**src/rtl/tt_um_xor_stream_decryptor.sv**
```systemverilog
// XOR stream decryptor tile: one ciphertext byte per host strobe, decrypted with
// either a static key or a rolling Galois-LFSR keystream seeded from that key.
module tt_um_xor_stream_decryptor (
  input  logic       clk,
  input  logic       rst_n,
  input  logic       ena,
  input  logic [7:0] ui_in,
  input  logic [7:0] uio_in,
  output logic [7:0] uo_out,
  output logic [7:0] uio_out,
  output logic [7:0] uio_oe
);

  localparam logic [7:0] TAPS = 8'hB8;

  logic       stb;
  logic       key_ld;
  logic       mode;
  logic       clr;
  logic       s1_reg;
  logic       s2_reg;
  logic       s3_reg;
  logic       accept;

  logic [7:0] key_reg;
  logic [7:0] key_next;
  logic [7:0] lfsr_reg;
  logic [7:0] lfsr_next;
  logic [7:0] lfsr_step;
  logic [7:0] pt_reg;
  logic [7:0] pt_next;
  logic       key_ok_reg;
  logic       key_ok_next;
  logic       out_valid_reg;
  logic       out_valid_next;
  logic       tog_reg;
  logic       tog_next;
  logic       err_reg;
  logic       err_next;

  logic       unused_ok;

  assign stb    = uio_in[0];
  assign key_ld = uio_in[1];
  assign mode   = uio_in[2];
  assign clr    = uio_in[3];

  assign unused_ok = &{1'b0, ena, uio_in[7:4]};

  // Synchronizer flops come out of reset high so a strobe already held high
  // at reset release never looks like a rising edge.
  always_ff @(posedge clk or negedge rst_n) begin
    if (!rst_n) begin
      s1_reg <= 1'b1;
      s2_reg <= 1'b1;
      s3_reg <= 1'b1;
    end else begin
      s1_reg <= stb;
      s2_reg <= s1_reg;
      s3_reg <= s2_reg;
    end
  end

  assign accept = s2_reg & ~s3_reg;

  // Galois step: shift right, fold the tap mask in when bit 0 falls out.
  genvar gi;
  generate
    for (gi = 0; gi < 8; gi++) begin : g_step
      if (gi == 7) begin : g_top
        assign lfsr_step[gi] = lfsr_reg[0] & TAPS[gi];
      end else begin : g_low
        assign lfsr_step[gi] = lfsr_reg[gi+1] ^ (lfsr_reg[0] & TAPS[gi]);
      end
    end
  endgenerate

  always_comb begin
    key_next       = key_reg;
    lfsr_next      = lfsr_reg;
    pt_next        = pt_reg;
    key_ok_next    = key_ok_reg;
    out_valid_next = out_valid_reg;
    tog_next       = tog_reg;
    err_next       = err_reg;
    if (accept) begin
      if (key_ld) begin
        key_next       = ui_in;
        lfsr_next      = ui_in;
        key_ok_next    = (ui_in != 8'h00);
        err_next       = 1'b0;
        out_valid_next = 1'b0;
        pt_next        = 8'h00;
      end else if (clr) begin
        lfsr_next      = key_reg;
        err_next       = 1'b0;
        out_valid_next = 1'b0;
        pt_next        = 8'h00;
      end else if (!key_ok_reg) begin
        err_next = 1'b1;
      end else if (!mode) begin
        pt_next        = ui_in ^ key_reg;
        out_valid_next = 1'b1;
        tog_next       = ~tog_reg;
      end else begin
        pt_next        = ui_in ^ lfsr_reg;
        lfsr_next      = lfsr_step;
        out_valid_next = 1'b1;
        tog_next       = ~tog_reg;
      end
    end
  end

  always_ff @(posedge clk or negedge rst_n) begin
    if (!rst_n) begin
      key_reg       <= 8'h00;
      lfsr_reg      <= 8'h00;
      pt_reg        <= 8'h00;
      key_ok_reg    <= 1'b0;
      out_valid_reg <= 1'b0;
      tog_reg       <= 1'b0;
      err_reg       <= 1'b0;
    end else begin
      key_reg       <= key_next;
      lfsr_reg      <= lfsr_next;
      pt_reg        <= pt_next;
      key_ok_reg    <= key_ok_next;
      out_valid_reg <= out_valid_next;
      tog_reg       <= tog_next;
      err_reg       <= err_next;
    end
  end

  assign uo_out  = pt_reg;
  assign uio_out = {err_reg, tog_reg, key_ok_reg, out_valid_reg, 4'b0000};
  assign uio_oe  = 8'hF0;

endmodule

```
**config.mk**
```make
export PLATFORM = sky130hd
export DESIGN_NAME = tt_um_xor_stream_decryptor
export DESIGN_NICKNAME = d
export VERILOG_FILES = /design/src/rtl/tt_um_xor_stream_decryptor.sv
export SDC_FILE = /design/constraint.sdc
export NUM_CORES = 1
export LEC_CHECK = 0
export ABC_CLOCK_PERIOD_IN_PS = 1430
export CORE_MARGIN = 4
export CORE_UTILIZATION = 48
export DETAILED_ROUTE_END_ITERATION = 12
export MAX_ROUTING_LAYER = met4
export PLACE_DENSITY = 0.79
export SKIP_CTS_REPAIR_TIMING = 1
export SYNTH_ARGS = -nofsm -noshare
export SYNTH_HDL_FRONTEND = slang
export SYNTH_SLANG_ARGS = --single-unit
```
**constraint.sdc**
```tcl
create_clock -name clk -period 1.43 [get_ports clk]
set_input_delay 0.2145 -clock clk [delete_from_list [all_inputs] [get_ports clk]]
set_output_delay 0.2145 -clock clk [all_outputs]
set_load 0.05 [all_outputs]
```
* Yosys cells after proc, flatten, opt, wreduce, memory -nomap -nowiden
Index checks and enable logic that the tools add are counted.
Word-level totals: flip-flop bits (word level) 31, output and inout bits 24, bits of input ports 19
Operators by class: equal/unequal tests 1, bitwise gates (word level) 10, reduce and logical (&&, ||, !) cells 8, muxes and demuxes 14
Operator list (count):
- two-way mux 8 bit | 8
- XOR 8 bit | 2
- nonzero test 8 bit | 1
- two-way mux 1 bit | 6
- AND reduction 2 bit | 3
- nonzero test 3 bit | 2
- inverter 1 bit | 4
- AND reduction 4 bit | 1
- != test 3 bit, second input constant | 1
- AND reduction 3 bit | 1
- XOR 1 bit | 3
- AND 1 bit | 1

* Logic depth before layout (Yosys ltp)
Gate-level depths: netlist (run 1).
depth in word-level cells 5, mapped depth 5, gate-level depth less buffers 3

* Worst setup path after synthesis (run 1)
No wires, ideal clock.
kind reg-to-reg, from register s3_reg, to register pt_reg[6] (netlist: uo_out[6]), buffers on the path 1, arrival time 1.184 ns, stages on the path, launching flop included 5, slack 0.125 ns, cells stage by stage dfstp_2 > and2b_4 > and3_1 > buf_6 > a22o_1
Between the ends: word-level cells in the longest chain between the ends 3
Ends and longest elaborated chain:
- from (decl) | line 22 | logic s3_reg;
- from (signal assigned) | line 60 | s3_reg <= s2_reg;
- inverter 1 bit | line 64 | assign accept = s2_reg & ~s3_reg;
- AND 1 bit | line 64
- AND reduction 2 bit (no source line)
- to (signal assigned) | line 126 | pt_reg <= pt_next;
- to (decl) | line 30 | logic [7:0] pt_reg;
No other way between the ends. A chain may end at the register's enable or synchronous reset.

* Worst setup path in the final report (run 1)
Ends and elaborated chain as after synthesis.

==> results of run 1 <==
-- final timing paths --
kind | from | end | slack (ps) | cells after the start
max reg2reg | s3_reg | uo_out[6] | 90 | 4
max in group asynchronous | rst_n | s1_reg | 840 | 2
min | rst_n | key_reg[6] | 260 | 2
min in group clk | uio_in[0] | s1_reg | 280 | 1
max | s3_reg | uo_out[6] | 90 | 4
min reg2reg | s1_reg | s2_reg | 360 | 0
-- report_power, final --
part | switching, mW | total (mW) | internal [mW]
clock network | 0.314 | 0.604 | 0.289
registers | 0.133 | 1.15 | 1.01
logic | 0.460 | 0.905 | 0.445
-- cell usage in the layout, fill, tap and decap left out, drive strengths merged --
master,n
buf,33
dfrtp,28
mux2,13
mux2i,13
clkdlybuf4s50,13
conb,12
o21ai,10
xnor2,8
a22o,8
clkbuf,8
a21oi,6
nor2,5
nand2b,4
xor2,4
nand2,4
o211ai,3
a31oi,3
dfstp,3
inv,2
or4,2
nand3b,1
nor3,1
and2b,1
and3,1
a21o,1
a211o,1
a211oi,1
-- logic make-up (layout without fill, tap and decap cells) --
group,after synthesis,count (layout)
XOR/XNOR,12,12
AO/OA/AOI/OAI,33,33
AND/OR/NAND/NOR,19,19
multiplexers,26,26
buffers and inverters,24,56
other,2,12
flip-flops,31,31
-- metrics by stage --
step,setup TNS (ps),hold WS (ps)
floorplan,0,-81.1
global placement,-2900,347
detailed placement,-3440,349
CTS,0,263
global route,0,258
finish,0,258
-- routing by layer --
layer | GRT usage, % | vias to the layer above | part of all wire (%)
li1 | - | 579 | -
met1 | 23.0 | 589 | 43
met2 | 29.3 | 41 | 48
met3 | 6.99 | 10 | 6.5
met4 | 7.34 | 0 | 2.3
met5 | - | - | 0
-- layout make-up --
type	count	area (sq um)	share of cell area [%]
Clock buffer	8	68.8	3.10
Inverter	2	7.51	0.338
Multi-Input combinational cell	102	769	34.6
Sequential cell	31	779	35.1
Tap cell	46	57.6	2.59
Timing Repair Buffer	46	541	24.3
-- critical path, cell delays in order, from the launching register on --
cell and delay, ps:
dfstp_2 540, and2b_4 180, and3_1 150, buf_4 160
a22o_1 200
==> flow_metrics.tcl, run 1 <==
set metrics [dict create \
    finish.utilization_pct 66.1 \
    fin_area_sq_mm 0.00222 \
    postPlaceCellArea_sq_mm 0.00215 \
    drcViolationCount 0 \
    setup_violations 0 \
    synthTopCellsByCount "dfrtp_1 (28), buf_4 (16), mux2_2 (13), mux2i_1 (13)" \
    finalMaxSlewViolations 0 \
    die_h_microns 67.4 \
    grtUsageTotal_pct 19.1 \
    peakVddDrop_uv 651 \
    maxCapViolations 0 \
    nets 207 \
    drt_wl_total_microns 3610 \
    dpl.cell_count 227 \
    grt-ovfl-total 0 \
    synth_warnings 0 \
    synth.area.top_cells "dfrtp_1 (41%), mux2_2 (8.6%), mux2i_1 (7.7%)" \
    synth_top_family_by_area "multiplexers" \
    syn2layout_area_growth_pct 31.2 \
    synth_area_per_cell_sq_um 11.5 \
    synth-seq-cells 31 \
    ys_seq_area_share_pct 46.0 \
    grt_max_degree 32 \
    drt_pass1_iterations 5 \
    cp_max_fo 9 \
    critPathArrivalTime_ps 1580 \
    p_leak_nw 1.01 \
    fmax_mhz 744 \
    num_vias 1219 \
    clkTransAtPathRegs_ps 100 \
    drtIter0Drc 75 \
    clock-sinks 31 \
    io_pins 43 \
    p_total_mw 2.66 \
    pre_cts_ws_ps -217 \
    drive_above_1_share_pct 33.3 \
    fin_crit_sh_pct 94.0 \
    yosys_most_used_dff "dfrtp_1" \
    synth_top_area_cell "dfrtp_1" \
    dieWidth_microns 67.4 \
    clock_path_buffers 2 \
    yosys.area.top_type_share_pct 41.4 \
    place_congestion 0.906 \
    criticalPathCategory "reg2reg" \
    h-tree-depth 2 \
    start_kind "flop" \
    root_buffer "clkbuf_4" \
    synth.distinct_cells 31 \
    cp-end-kind "flop" \
    async_flop_share_pct 100 \
    grt_pass1_wl_microns 6070 \
    dp_hpwl_microns 2760 \
    synth_xor_area_share_pct 6.20 \
    final_cells 235 \
    fillers 276 \
    dieArea_sq_mm 0.00454 \
    antenna_found_initial 0 \
    cts_tree "built" \
    outcome "completed" \
    rsz0062_at_grt "false" \
    clock_skew_ps 8.64 \
    synthesis.area_sq_mm 0.00169 \
    diodes 0 \
    rows 21 \
    drt.antenna.violating_nets 0 \
    synthSimpleGateAreaFrac_pct 6.72 \
    start_util_pct 50.4 \
    viasPerCell 5.19 \
    min_path_type "in2async" \
    numCtsBuffers 5 \
    synthCells 147 \
    insertion_delay_ps 340 \
    synth_compound_area_share_pct 13.5 \
    finalHoldViolCount 0 \
    worst_slack_ps 86.5 \
    min_period_ps 1340 \
    port_buffers 25 \
    synthMuxAreaShare_pct 16.3 \
    synth_edf_count 0 \
    grt_pass1_vias 1251 \
    powerDensity_mw_per_mm2 1190 \
    wl_per_cell_microns 15.4 \
    synth_most_common_cell "dfrtp_1" \
    synth_fa_ha_area_share_pct 0 \
    required_ps 1660 \
    core_area_sq_mm 0.00336 \
]
Note: power is estimated with default switching activity, not from simulation.
==> run 2, diff against run 1 <==
--- a/config.mk
+++ b/config.mk
@@ -15,3 +15,4 @@
 export SYNTH_ARGS = -nofsm -noshare
 export SYNTH_HDL_FRONTEND = slang
 export SYNTH_SLANG_ARGS = --single-unit
+export TNS_END_PERCENT = 10
==> results of run 2 <==
Same layout as run 1: the final DEF is identical, and so are final timing and power.
==> run 3, diff against run 2 <==
--- a/config.mk
+++ b/config.mk
@@ -9,8 +9,9 @@
 export CORE_MARGIN = 4
 export CORE_UTILIZATION = 48
 export DETAILED_ROUTE_END_ITERATION = 12
-export MAX_ROUTING_LAYER = met4
 export PLACE_DENSITY = 0.79
+export RECOVER_POWER = 100
+export REMOVE_ABC_BUFFERS = 1
 export SKIP_CTS_REPAIR_TIMING = 1
 export SYNTH_ARGS = -nofsm -noshare
 export SYNTH_HDL_FRONTEND = slang
==> run 3 against run 2 <==
Effect of this change: routed wire length rose by 5.7%; non-clock buffer count rose by 3; first-iteration DRC count fell by 67%; register-to-register slack worse by 30 ps; core utilization fell by 4.5 points; flip-flop and latch count is the same; largest cell class unchanged.
==> flow_metrics.tcl, run 3 (synthesis gave the netlist of run 1 again) <==
set metrics [dict create \
    finalHoldViolCount 0 \
    clock-sinks 31 \
    crit_chain "and2b_4 -> and3_4 -> buf_4 -> a22o_1" \
    core_area_sq_mm 0.00336 \
    slew_headroom_pct 54.3 \
    rsz0062_at_grt "false" \
    fin_crit_sh_pct 96.1 \
    diodes 0 \
    drt.antenna.violating_nets 0 \
    cp-end-kind "flop" \
    cts_tree "built" \
    drcViolationCount 0 \
    slowest_stage "dfstp_2" \
    powerDensity_mw_per_mm2 1200 \
    min_path_type "reg2reg" \
    worstPathBufferInverterCount 1 \
    die_h_microns 67.4 \
    setup_violations 0 \
    cp_top_family "flip-flops" \
    grt-ovfl-total 0 \
    drive_above_1_share_pct 33.9 \
    drtIter0Drc 25 \
    grtUsageTotal_pct 19.2 \
    drt_wl_total_microns 3810 \
    numCtsBuffers 5 \
    viasPerCell 5.25 \
    num_vias 1249 \
    cp_slowest_stage_delay_ps 540 \
    start_kind "flop" \
    root_buffer "clkbuf_4" \
    grt_pass1_vias 1313 \
    cp_max_fo 7 \
    outcome "completed" \
    grt_max_degree 19 \
    fin_hold_ws_ps 364 \
    maxCapViolations 0 \
    start_util_pct 50.4 \
    worst_slack_ps 55.8 \
    worst_pin_slew_ps 686 \
    clock_path_buffers 2 \
    pre_cts_ws_ps -182 \
    clkTransAtPathRegs_ps 90 \
    dp_hpwl_microns 2910 \
    fmax_mhz 728 \
    criticalPathCategory "reg2reg" \
    grt_pass1_wl_microns 6330 \
    final_common_cell "dfrtp_1" \
    p_leak_nw 0.969 \
    wl_per_cell_microns 16.0 \
    finalMaxSlewViolations 0 \
    port_buffers 25 \
    place_congestion 0.905 \
    clock_skew_ps 6.27 \
    dieArea_sq_mm 0.00454 \
    dieWidth_microns 67.4 \
    h-tree-depth 2 \
    critPathArrivalTime_ps 1610 \
    required_ps 1660 \
    io_pins 43 \
    drt_pass1_iterations 4 \
    antenna_found_initial 0 \
    mostFrequentLayoutCells "dfrtp_1 (27), buf_4 (19), mux2_2 (13), mux2i_1 (13), clkbuf_2 (13)" \
    insertion_delay_ps 340 \
    rows 21 \
    finish.utilization_pct 61.6 \
    min_period_ps 1370 \
    syn2layout_area_growth_pct 22.3 \
    nets 210 \
    setup-tns-final_ps 0 \
    peakVddDrop_uv 782 \
]
==> run 3: cell count changes in the layout (fill, tap and decap cells not counted), sizes merged <==
cell           delta
buf              -12
dlygate4sd3       +2
clkdlybuf4s50     -2
clkbuf           +15
==> run 3: worst register-to-register path, delay by kind of cell (launching register included) <==
family          cells  cell delay (ps)
flops               1              540
simple gates        2              370
compound gates      1              200
buf+inv             1              160
==> run 3: power by group <==
part           internal [mW]  switching, mW
clock network          0.289          0.305
registers               1.02          0.111
logic                  0.307          0.460
total                   1.61          0.875
==> run 3: layer usage <==
metal | part of all wire (%) | global-route usage [%]
met1 | 43 | 22.5
met2 | 50 | 32.1
met3 | 5.9 | 4.49
met4 | 1.4 | 10.9
met5 | 0 | 0
==> run 3: through the flow <==
stage | instances | power (mW) | cell area (sq um)
finish | 238 | 2.49 | 2070
global placement | 230 | 2.04 | 2180
CTS | 238 | 2.67 | 2250
detailed placement | 230 | 2.07 | 2180
floorplan | 135 | 1.64 | 1560
global route | 238 | 2.61 | 2070
==> run 3: path summary, 6_finish.rpt <==
kind | from | endpoint | slack, ps | cells after the start
max | s3_reg | uo_out[2] | 60 | 4
min | s1_reg | s2_reg | 360 | 0
max reg2reg | s3_reg | uo_out[2] | 60 | 4
min reg2reg | s1_reg | s2_reg | 360 | 0
max in group asynchronous | rst_n | lfsr_reg[5] | 540 | 2
min in group asynchronous | rst_n | uo_out[1] | 370 | 2
==> run 3: area by class of cell <==
class	count	area [sq um]
Fill cell	286	1290
Tap cell	46	57.6
Multi-Input combinational cell	102	772
Sequential cell	31	781
Clock buffer	8	68.8
Inverter	2	7.51
Timing Repair Buffer	49	385
